===== config.mk =====
export PLATFORM = sky130hd
export DESIGN_NAME = rf_port_sched
export DESIGN_NICKNAME = d
export VERILOG_FILES = /design/src/rtl/rf_port_sched.sv
export SDC_FILE = /design/constraint.sdc
export NUM_CORES = 1
export LEC_CHECK = 0
export CAP_MARGIN = 0
export CORE_MARGIN = 3
export CORE_UTILIZATION = 33
export DETAILED_ROUTE_END_ITERATION = 7
export PLACE_DENSITY_LB_ADDON = 0.08
export SLEW_MARGIN = 20
export SYNTH_ARGS = -nofsm -noshare
export SYNTH_HDL_FRONTEND = slang
export SYNTH_SLANG_ARGS = --single-unit

===== constraint.sdc =====
create_clock -name clk -period 4.75 [get_ports clk]
set_input_delay 0.95 -clock clk [delete_from_list [all_inputs] [get_ports clk]]
set_output_delay 0.95 -clock clk [all_outputs]
set_load 0.03 [all_outputs]

===== src/rtl/rf_port_sched.sv =====
// rf_port_sched: shares one 1W/1R register file (flopped read data) among
// REQ_N requesters. Writes and reads are arbitrated independently with
// round-robin priority. Read results return tagged with the requester id
// over a valid/ready channel. A write to the address being read in the same
// cycle is forwarded through a bypass register.
module rf_port_sched #(
    parameter  int W     = 32,
    parameter  int N     = 8,
    parameter  int REQ_N = 4,
    localparam int AW    = $clog2(N),
    localparam int IW    = $clog2(REQ_N)
) (
    input  logic                         clk,
    input  logic                         rst,
    input  logic [REQ_N-1:0]             wr_req_vld,
    input  logic [REQ_N-1:0][AW-1:0]     wr_req_addr,
    input  logic [REQ_N-1:0][W-1:0]      wr_req_data,
    output logic [REQ_N-1:0]             wr_req_rdy,
    input  logic [REQ_N-1:0]             rd_req_vld,
    input  logic [REQ_N-1:0][AW-1:0]     rd_req_addr,
    output logic [REQ_N-1:0]             rd_req_rdy,
    output logic                         rsp_vld,
    output logic [IW-1:0]                rsp_id,
    output logic [W-1:0]                 rsp_data,
    input  logic                         rsp_rdy,
    output logic [AW-1:0]                rf_wa,
    output logic                         rf_wen,
    output logic [W-1:0]                 rf_wdata,
    output logic [AW-1:0]                rf_ra,
    output logic                         rf_ren,
    input  logic [W-1:0]                 rf_rdata
);

    // Round-robin search from ptr upward (mod REQ_N); returns {hit, index}.
    function automatic logic [IW:0] rr_pick(input logic [REQ_N-1:0] vld,
                                            input logic [IW-1:0]    ptr);
        logic [IW:0] res;
        int          c;
        res = '0;
        for (int k = 0; k < REQ_N; k++) begin
            c = (int'(ptr) + k) % REQ_N;
            if (!res[IW] && vld[c]) begin
                res = {1'b1, IW'(c)};
            end
        end
        return res;
    endfunction

    // Priority moves to the requester after the winner, wrapping at REQ_N-1.
    function automatic logic [IW-1:0] ptr_next(input logic [IW-1:0] idx);
        return (idx == IW'(REQ_N - 1)) ? '0 : idx + IW'(1);
    endfunction

    logic [IW-1:0] r_wr_ptr;
    logic [IW-1:0] r_rd_ptr;
    logic          r_rsp_vld;
    logic [IW-1:0] r_rsp_id;
    logic          r_byp_flg;
    logic [W-1:0]  r_byp_data;

    logic [IW:0]   w_wr_pick;
    logic [IW:0]   w_rd_pick;
    logic          w_wr_hit;
    logic          w_rd_hit;
    logic [IW-1:0] w_wr_idx;
    logic [IW-1:0] w_rd_idx;
    logic          w_slot_free;
    logic          w_byp_hit;

    assign w_wr_pick   = rr_pick(wr_req_vld, r_wr_ptr);
    assign w_wr_hit    = w_wr_pick[IW];
    assign w_wr_idx    = w_wr_pick[IW-1:0];

    // A read may issue only if the response slot is empty or draining now.
    assign w_slot_free = !r_rsp_vld || rsp_rdy;
    assign w_rd_pick   = rr_pick(rd_req_vld, r_rd_ptr);
    assign w_rd_hit    = w_rd_pick[IW] && w_slot_free;
    assign w_rd_idx    = w_rd_pick[IW-1:0];

    assign rf_wen      = w_wr_hit;
    assign rf_wa       = wr_req_addr[w_wr_idx];
    assign rf_wdata    = wr_req_data[w_wr_idx];
    assign rf_ren      = w_rd_hit;
    assign rf_ra       = rd_req_addr[w_rd_idx];

    // The array returns the pre-write value on a same-cycle collision.
    assign w_byp_hit   = w_rd_hit && w_wr_hit && (rf_ra == rf_wa);

    // One-hot grant vectors for the two arbiters.
    always_comb begin
        wr_req_rdy = '0;
        rd_req_rdy = '0;
        if (w_wr_hit) wr_req_rdy[w_wr_idx] = 1'b1;
        if (w_rd_hit) rd_req_rdy[w_rd_idx] = 1'b1;
    end

    // Round-robin pointers advance past each winner, hold when idle.
    always_ff @(posedge clk or negedge rst) begin
        if (!rst) begin
            r_wr_ptr <= '0;
            r_rd_ptr <= '0;
        end else begin
            if (w_wr_hit) r_wr_ptr <= ptr_next(w_wr_idx);
            if (w_rd_hit) r_rd_ptr <= ptr_next(w_rd_idx);
        end
    end

    // Response slot: load on issue, clear on accept without refill, else hold.
    always_ff @(posedge clk or negedge rst) begin
        if (!rst) begin
            r_rsp_vld <= 1'b0;
            r_rsp_id  <= '0;
            r_byp_flg <= 1'b0;
        end else if (w_rd_hit) begin
            r_rsp_vld <= 1'b1;
            r_rsp_id  <= w_rd_idx;
            r_byp_flg <= w_byp_hit;
        end else if (rsp_rdy) begin
            r_rsp_vld <= 1'b0;
        end
    end

    // Bypass data capture; only meaningful while r_byp_flg is set.
    always_ff @(posedge clk) begin
        if (w_byp_hit) r_byp_data <= rf_wdata;
    end

    assign rsp_vld  = r_rsp_vld;
    assign rsp_id   = r_rsp_id;
    assign rsp_data = r_byp_flg ? r_byp_data : rf_rdata;

endmodule


==> metrics.yaml, run 1 <==
grt_pass1_vias: 4032
ctsResizeCount: 0
core_um2: 9819
critPathMaxStageDelay_ns: 0.72
hpwl_um: 11310
cts_setup_buffers: 0
synth-edff-count: 32
fillers: 837
antenna_found_initial: 0
regArea_um2: 1161
p_leak_nw: 2.529
synthFlopType: "edfxtp_1"
tns_ns: 0
fin_ws_ns: 0.3201
cts_inserted_buffers: 5
yosysSeqAreaShare_pct: 34.58
dp_cells: 732
htree_levels: 2
clk_path_buf_depth: 2
final_cells: 740
async_flop_share_pct: 20.00
slew_viol_final: 0
syn_area_um2: 3358
hold_viol_final: 0
place_area_um2: 6346
postCtsHoldBufs: 0
ir_drop_mv: 0.2831
cts_tree: "built"
area_growth_pct: 91.43
cpMostUsedCell: "clkdlybuf4s50_1"
slowest_stage: "clkdlybuf4s50_1"
drc_errors: 0
synthesis.nets: 535
ys_ff_latch: 40
finalInstanceArea_um2: 6429
dpl_worst_slack_ns: 0.3370
cp_max_fo: 11
synth.avg_cell_area_um2: 10.12
io_pins: 278
crit_type: "in -> out"
globalplace.congestion: 0.8741
fmax_ghz: 0.2257
crit_chain: "clkdlybuf4s50_1, nand2b_1, o211a_4, nor2_8, buf_4, mux2i_1, a21oi_1, clkdlybuf4s50_1"
wl_per_cell_um: 18.86
track_usage_pct: 23.58
maxSlewHeadroom_pct: 67.69
final_cell_mix: "clkdlybuf4s50_1 (276), mux2i_1 (39), a21oi_1 (36), and3_1 (36), mux2_2 (36)"
grt_max_degree: 39
cap_violations: 0
yosys_warnings: 0
outcome: "finished clean"
critPathBufInv: 3
firstDrtPassIters: 4
wl_um: 13950
port_buffers: 277
num_antenna_cells: 0
worst_slew_pin_slew_ns: 0.4846
setup_viol: 0
die_area_um2: 11420
clock_sinks: 40
period_share_pct: 93.26
start_kind: "input pin"
drtIter0Drc: 111
power_density_nw_per_um2: 497.3
rsz0062_at_grt: "no"
floorplan.rows: 36
grt_pass1_wl_um: 21310
die_y_um: 106.9
worstHoldPathType: "reg -> reg"
viasPerCell: 5.123
period_needed_ns: 4.430
clock_skew_ns: 0.006739
cts_root_buffer: "clkbuf_8"
clock_latency_ns: 0.30
drive_gt1_share_pct: 12.19
worstSetupEndpointType: "output port"
nets: 809
cp_top_family: "buffers and inverters"
crit_arrival_ns: 3.48
overflow: 0
vias: 3791
synth_cell_types: 38
final_common_cell: "clkdlybuf4s50_1"
die_x_um: 106.9
required_ns: 3.80
multi_input_area_um2: 2077
ant_nets: 0
initial_utilization_pct: 34.20
clkTransAtPathRegs_ns: 0.09
synthesis.instances: 332
==> synthesized netlist by cell type, drive strengths merged, types with 2 or more instances <==
master  instances  area, µm²
mux2i          39      390.4
a21oi          36      180.2
and3           36      225.2
mux2           36      405.4
a211oi         35      272.8
edfxtp         32      960.9
clkbuf         19      71.32
inv            11      41.29
nand3          10      50.05
and2            9      61.31
dfrtp           8      200.2
ha              8      100.1
nor2            7      50.05
o21ai           7      35.03
nand2b          6      37.54
buf             5      22.52
nor2b           5      31.28
o211ai          4      30.03
nor3            3      37.53
o211a           3      37.54
nand2           2      7.510
nor4            2      12.51
o21a            2      15.01
==> registers in the layout (all words and copies together), names as in the netlist <==
name,count
r_byp_flg,1
rsp_id,2
r_wr_ptr,2
r_rd_ptr,2
rsp_vld,1
r_byp_data,32
==> metal layers <==
layer	global-route usage, %	up-vias	share of wire (%)
met2	43.30	176	52
met5	0	-	0
met3	6.984	20	8.1
met1	26.37	1777	38
li1	-	1818	-
met4	6.484	0	2.1
==> stage by stage <==
step / utilization, % / hold WS (ns) / total power (W)
after global placement: 64.63 / 0.4964 / 0.002957
final: 65.47 / 0.5185 / 0.003197
after detailed placement: 64.63 / 0.4994 / 0.002985
after CTS: 65.47 / 0.5257 / 0.003230
after floorplan: - / 0.5001 / 0.002016
after global routing: 65.47 / 0.5480 / 0.003376
==> worst reg2reg max path: cells and delay by family, from the launching register on <==
kind	cells	cell delay (ns)
AOI/OAI and AO/OA	3	0.72
buffers and inverters	3	0.71
and+or+nand+nor	4	0.83
DFF	1	0.45
==> logic make-up (layout without fill, tap and decap cells) <==
kind of cell	after synthesis	in the layout	synth area share (%)
buffers and inverters	35	310	4.024
and+or+nand+nor	81	81	15.98
xor gates and xnor gates	1	1	0.2609
AOI/OAI and AO/OA	92	92	18.48
muxes	75	75	23.70
DFF	40	40	34.58
adders and majority gates	8	8	2.981
==> final timing paths <==
check	start	endpoint	slack, ns	depth (start not counted)
setup / recovery	wr_req_vld[1]	rf_wdata[13]	0.32	8
hold / removal	rsp_id[0]	rsp_id[0]	0.52	1
setup reg to reg	r_wr_ptr[1]	r_byp_data[21]	1.68	10
hold reg to reg	rsp_id[0]	rsp_id[0]	0.52	1
max in group asynchronous	rst	r_wr_ptr[0]	3.53	1
min in group asynchronous	rst	rsp_id[1]	0.94	1
==> area by class of cell <==
type	instances	area share [%]
repair buffers	291	45.11
multi-input cells	257	32.31
flip-flops and latches	40	18.06
well taps	133	2.589
clock buffers	5	1.070
inverters	11	0.6423
clock inverters	3	0.2141
==> where the power goes <==
group,internal [W],switching (W)
Clock,0.000100,0.000134
Sequential,0.000521,0.0000408
Combinational,0.00106,0.00134
Total,0.00168,0.00152
Power figures use the tool's default switching activity.
==> inputs of run 2 (changes only) <==
--- a/config.mk
+++ b/config.mk
@@ -9,6 +9,7 @@
 export CORE_MARGIN = 3
 export CORE_UTILIZATION = 33
 export DETAILED_ROUTE_END_ITERATION = 7
+export GPL_TIMING_DRIVEN = 0
 export PLACE_DENSITY_LB_ADDON = 0.08
 export SLEW_MARGIN = 20
 export SYNTH_ARGS = -nofsm -noshare
==> metrics.yaml, run 2 (synthesized netlist as in run 1, its figures left out) <==
io_pins: 278  # unchanged
grt_max_degree: 16  # -59%
final_common_cell: "clkdlybuf4s50_1"
power_w: 0.003257  # +1.9%
power_density_nw_per_um2: 502.0  # +0.95%
start_kind: "input pin"
final_cell_mix: "clkdlybuf4s50_1 (276), mux2i_1 (39), a21oi_1 (36), and3_1 (36), mux2_2 (36)"
initial_utilization_pct: 34.20  # unchanged
clkTransAtPathRegs_ns: 0.08  # about the same
nets: 826  # +2.1%
antenna_found_initial: 0  # unchanged
core_um2: 9819  # unchanged
multi_input_area_um2: 2077  # unchanged
fillers: 855  # +2.2%
port_buffers: 277  # unchanged
ant_nets: 0  # unchanged
finish.utilization_pct: 66.08  # +0.61 points
die_y_um: 106.9  # unchanged
grt_use_met3_pct: 6.924  # -0.060 points
fmax_ghz: 0.2169  # -3.9%
reg2reg_slack_ns: 1.85  # +0.17 ns
grt_pass1_wl_um: 21780  # +2.2%
clk_path_buf_depth: 2  # unchanged
num_antenna_cells: 0  # unchanged
clock_latency_ns: 0.30  # about the same
firstDrtPassIters: 4  # unchanged
drive_gt1_share_pct: 12.18  # about the same
cts_inserted_buffers: 5  # unchanged
clock_sinks: 40  # unchanged
viasPerCell: 5.160  # +0.72%
r2r-end: "r_byp_data[0]"
setup_viol: 0  # unchanged
timing.hold.ws_ns: 0.5256  # +0.007110 ns
p_leak_nw: 2.556  # +1.0%
cts_tree: "built"
crit-reg2reg-launch: "r_wr_ptr[1]"
vias: 3906  # +3.0%
period_share_pct: 97.06  # +3.8 points
top_register: "r_byp_data"
top_usage_layer: "met2"
crit_arrival_ns: 3.66  # +0.18 ns
required_ns: 3.80  # about the same
track_usage_pct: 24.53  # +0.95 points
worstSetupEndpointType: "output port"
postCtsHoldBufs: 0  # unchanged
wl_per_cell_um: 19.35  # +2.6%
holdPathEnd: "rsp_id[1]"
clock_skew_ns: 0.01248  # +0.005740 ns
globalplace.congestion: 0.8750  # +0.10%
die_x_um: 106.9  # unchanged
grtUsageMet2_pct: 45.28  # +2.0 points
area_growth_pct: 93.22
grt_pass1_vias: 4137  # +2.6%
htree_levels: 2  # unchanged
overflow: 0  # unchanged
hold_depth: 1  # unchanged
floorplan.rows: 36  # unchanged
wl_um: 14650  # +5.0%
maxSlewHeadroom_pct: 37.53  # -30 points
dpl_worst_slack_ns: -0.2942  # -0.6312 ns
drc_errors: 0  # unchanged
ir_drop_mv: 0.3055  # +7.9%
hp-start: "rsp_id[1]"
gr-usage-met1_pct: 27.72  # +1.4 points
die_area_um2: 11420  # unchanged
cap_violations: 0  # unchanged
fin_ws_ns: 0.1394  # -0.1806 ns
cts_root_buffer: "clkbuf_8"
drtIter0Drc: 120  # +8.1%
largest_register_ff_count: 32  # unchanged
ff2ff_path_depth: 9  # -1
worstHoldPathType: "reg -> reg"
hold_viol_final: 0  # unchanged
period_needed_ns: 4.611  # +0.1806 ns
crit_type: "in -> out"
slew_viol_final: 0  # unchanged
outcome: "finished clean"
worst_slew_pin_slew_ns: 0.9286  # +0.4439 ns
hpwl_um: 11920  # +5.3%
regArea_um2: 1161  # unchanged
cp_max_fo: 10  # -1
## run 2: changes by cell type in the layout (fill, tap and decap cells not counted), moves of 2 or more
| cell | change |
|---|---|
| buf_2 | +5 |
| clkbuf_1 | +15 |
| buf_4 | -8 |
| buf_12 | -2 |
| clkbuf_2 | +5 |
## run 2: repair_timing
item,in CTS,in global routing
pin swaps,1,1
resized for setup,4,8
setup buffers,3,2
endpoints found under the setup margin,34,33
## run 2: how the worst max path moves through the flow
stage,from,end,slack (ns),cells after the start
finish,wr_req_vld[1],rf_wdata[21],0.14,8
global route,wr_req_vld[0],rf_wdata[30],-0.004,9
CTS,wr_req_vld[0],rf_wdata[4],0.03,8
detailed placement,wr_req_vld[0],wr_req_rdy[3],-0.29,9
global placement,wr_req_vld[1],r_byp_data[15],-0.81,8
floorplan,rd_req_vld[1],r_byp_data[0],0.55,6
## run 2: final cells by class
| class | instances | area share (%) |
|---|---|---|
| repair buffers | 284 | 44.00 |
| inverters | 11 | 0.6363 |
| clock buffers | 6 | 1.118 |
| multi-input cells | 257 | 32.01 |
| plain buffers | 24 | 1.581 |
| flip-flops and latches | 40 | 17.89 |
| clock inverters | 2 | 0.1928 |
| well taps | 133 | 2.565 |
## run 2: through the flow
| step | setup TNS (ns) | cell area, µm² | cells |
|---|---|---|---|
| 2_1_floorplan | 0 | 3363 | 332 |
| 3_3_place_gp | -28.66 | 6302 | 742 |
| 3_5_place_dp | -4.114 | 6351 | 744 |
| 4_1_cts | 0 | 6464 | 755 |
| 5_1_grt | -0.003556 | 6489 | 757 |
| 6_report | 0 | 6489 | 757 |
## run 2: report_power, final
group	switching [W]	internal (W)	leakage, nW
sequential	0.0000392	0.000520	0.382
clock	0.000132	0.000103	0.0412
combinational	0.00139	0.00107	2.13
total	0.00156	0.00169	2.56
## run 2: worst max-delay path: stages
cell and delay, ns:
clkdlybuf4s50_1 0.50, nand2b_1 0.22, o211a_4 0.28, nor2_8 0.22, buf_2 0.36, mux2i_1 0.14
a21oi_1 0.21, clkdlybuf4s50_1 0.77
## run 2: per-layer routing
| metal | part of all wire [%] | wire (µm) |
|---|---|---|
| met1 | 37 | 5478 |
| met2 | 52 | 7602 |
| met3 | 8.6 | 1261 |
| met4 | 2.1 | 307 |
| met5 | 0 | 0 |
==> inputs of run 3 (changes only) <==
==> constraint.sdc (replaced) <==
create_clock -name clk -period 5.05 [get_ports clk]
set_input_delay 1.01 -clock clk [delete_from_list [all_inputs] [get_ports clk]]
set_output_delay 1.01 -clock clk [all_outputs]
set_load 0.03 [all_outputs]
==> metrics.yaml, run 3 (synthesized netlist as in run 1, its figures left out) <==
clkTransAtPathRegs_ns: 0.08  # about the same
io_pins: 278  # unchanged
cts_root_buffer: "clkbuf_8"
antenna_found_initial: 0  # unchanged
overflow: 0  # unchanged
postCtsHoldBufs: 0  # unchanged
fillers: 863  # +0.94%
num_antenna_cells: 0  # unchanged
port_buffers: 277  # unchanged
period_needed_ns: 4.856
timing.hold.ws_ns: 0.5256  # -0.000001000 ns
worstSetupEndpointType: "output port"
area_growth_pct: 92.70
fmax_ghz: 0.2059
p_leak_nw: 2.534  # -0.86%
start_kind: "input pin"
clock_latency_ns: 0.30  # about the same
htree_levels: 2  # unchanged
grt_pass1_vias: 4132  # -0.12%
die_x_um: 106.9  # unchanged
clk_path_buf_depth: 2  # unchanged
drtIter0Drc: 139  # +16%
crit-reg2reg-launch: "r_wr_ptr[1]"
multi_input_area_um2: 2073  # -0.18%
crit_arrival_ns: 3.85  # +0.19 ns
die_y_um: 106.9  # unchanged
drive_gt1_share_pct: 11.40  # -0.78 points
worstHoldPathType: "reg -> reg"
initial_utilization_pct: 34.20  # unchanged
cts_tree: "built"
hpwl_um: 11920  # unchanged
fin_ws_ns: 0.1937  # +0.05430 ns
final_common_cell: "clkdlybuf4s50_1"
regArea_um2: 1161  # unchanged
nets: 825  # -0.12%
clock_skew_ns: 0.009292  # -0.003187 ns
cap_violations: 0  # unchanged
grt_max_degree: 16  # unchanged
track_usage_pct: 24.50  # -0.038 points
clock_sinks: 40  # unchanged
setup_viol: 0  # unchanged
worst_slew_pin_slew_ns: 0.9440  # +0.01543 ns
period_share_pct: 96.16
final_cell_mix: "clkdlybuf4s50_1 (277), mux2i_1 (39), a21oi_1 (36), and3_1 (36), mux2_2 (36)"
globalplace.congestion: 0.8750  # unchanged
viasPerCell: 5.139  # -0.41%
dpl_worst_slack_ns: -0.1142  # +0.1800 ns
crit_chain: "clkdlybuf4s50_1, nor2b_1, o21bai_1, clkbuf_1, and3_1, a211oi_1, a21oi_1, clkdlybuf4s50_1"
rsz0062_at_grt: "no"
outcome: "finished clean"
grt_pass1_wl_um: 21760  # -0.13%
floorplan.rows: 36  # unchanged
cts_inserted_buffers: 5  # unchanged
die_area_um2: 11420  # unchanged
critPathLaunch: "wr_req_vld[0]"
vias: 3885  # -0.54%
cpMostUsedCell: "clkdlybuf4s50_1"
slowest_stage: "clkdlybuf4s50_1"
slew_viol_final: 0  # unchanged
hold_viol_final: 0  # unchanged
drc_errors: 0  # unchanged
ir_drop_mv: 0.2871  # -6.0%
critPathBufInv: 3  # unchanged
tns_ns: 0  # unchanged
wl_um: 14600  # -0.35%
top_register: "r_byp_data"
firstDrtPassIters: 4  # unchanged
ant_nets: 0  # unchanged
critPathMaxStageDelay_ns: 0.76  # about the same
power_density_nw_per_um2: 472.2  # -5.9%
hp-start: "rsp_id[1]"
largest_register_ff_count: 32  # unchanged
cp_top_family: "buffers and inverters"
maxSlewHeadroom_pct: 36.49  # -1.0 points
cp_max_fo: 10  # unchanged
wl_per_cell_um: 19.31  # -0.22%
core_um2: 9819  # unchanged
required_ns: 4.04  # +0.24 ns
crit_type: "in -> out"
[run 3: changes by cell type in the layout (fill, tap and decap cells not counted), sizes merged]
cell	change
buf	-1
clkdlybuf4s50	+1
dlymetal6s2s	-1
[run 3: layout make-up]
class / instances / share of cell area, %
clock buffer: 6 / 1.121
timing repair buffer: 283 / 43.97
inverter: 11 / 0.6381
multi-input combinational: 257 / 32.04
sequential: 40 / 17.94
buffer: 24 / 1.527
tap: 133 / 2.572
clock inverter: 2 / 0.1933
[run 3: worst register-to-register path, cell delays in order (launching register included)]
cell and delay (ns):
dfrtp_1 0.44, and2_4 0.19, o211a_4 0.28, nor2_8 0.22, inv_2 0.14, a211oi_2 0.35
a211oi_1 0.09, nand4b_4 0.21, nor3_4 0.46, buf_8 0.24
[run 3: repair_timing]
item | 4_1_cts | 5_1_grt
buffers inserted | 0 | 4
pin swaps | 0 | 2
endpoints found under the setup margin | 11 | 32
gates resized for setup | 3 | 2
[run 3: power by group]
group	leakage, nW	total (W)	internal (W)	switching (W)
registers	0.382	0.000526	0.000489	0.0000368
clock network	0.0412	0.000221	0.0000969	0.000124
logic	2.11	0.00231	0.00100	0.00131
total	2.53	0.00306	0.00159	0.00147
[run 3: layer usage]
layer / share of wire, % / global-route usage [%] / wire [µm]
met1: 38 / 27.64 / 5536
met3: 7.9 / 6.924 / 1147
met5: 0 / 0 / 0
met4: 2.3 / 6.393 / 335
met2: 52 / 45.10 / 7579
[run 3: through the flow]
| stage | power (W) | util [%] | cells | area, µm² |
|---|---|---|---|---|
| floorplan | 0.001896 | - | 332 | 3363 |
| global placement | 0.002776 | 64.18 | 742 | 6302 |
| detailed placement | 0.002836 | 64.68 | 744 | 6351 |
| CTS | 0.003068 | 65.58 | 752 | 6440 |
| global route | 0.003226 | 65.90 | 756 | 6471 |
| finish | 0.003056 | 65.90 | 756 | 6471 |
[run 3: worst paths after layout]
kind                             endpoint  slack, ns  cells after the start
setup / recovery             rf_wdata[21]       0.19                      8
hold / removal                  rsp_id[1]       0.53                      1
setup reg to reg           r_byp_data[22]       2.15                      9
hold reg to reg                 rsp_id[1]       0.53                      1
max in group asynchronous     r_wr_ptr[0]       3.76                      1
min in group asynchronous     r_wr_ptr[1]       1.00                      1
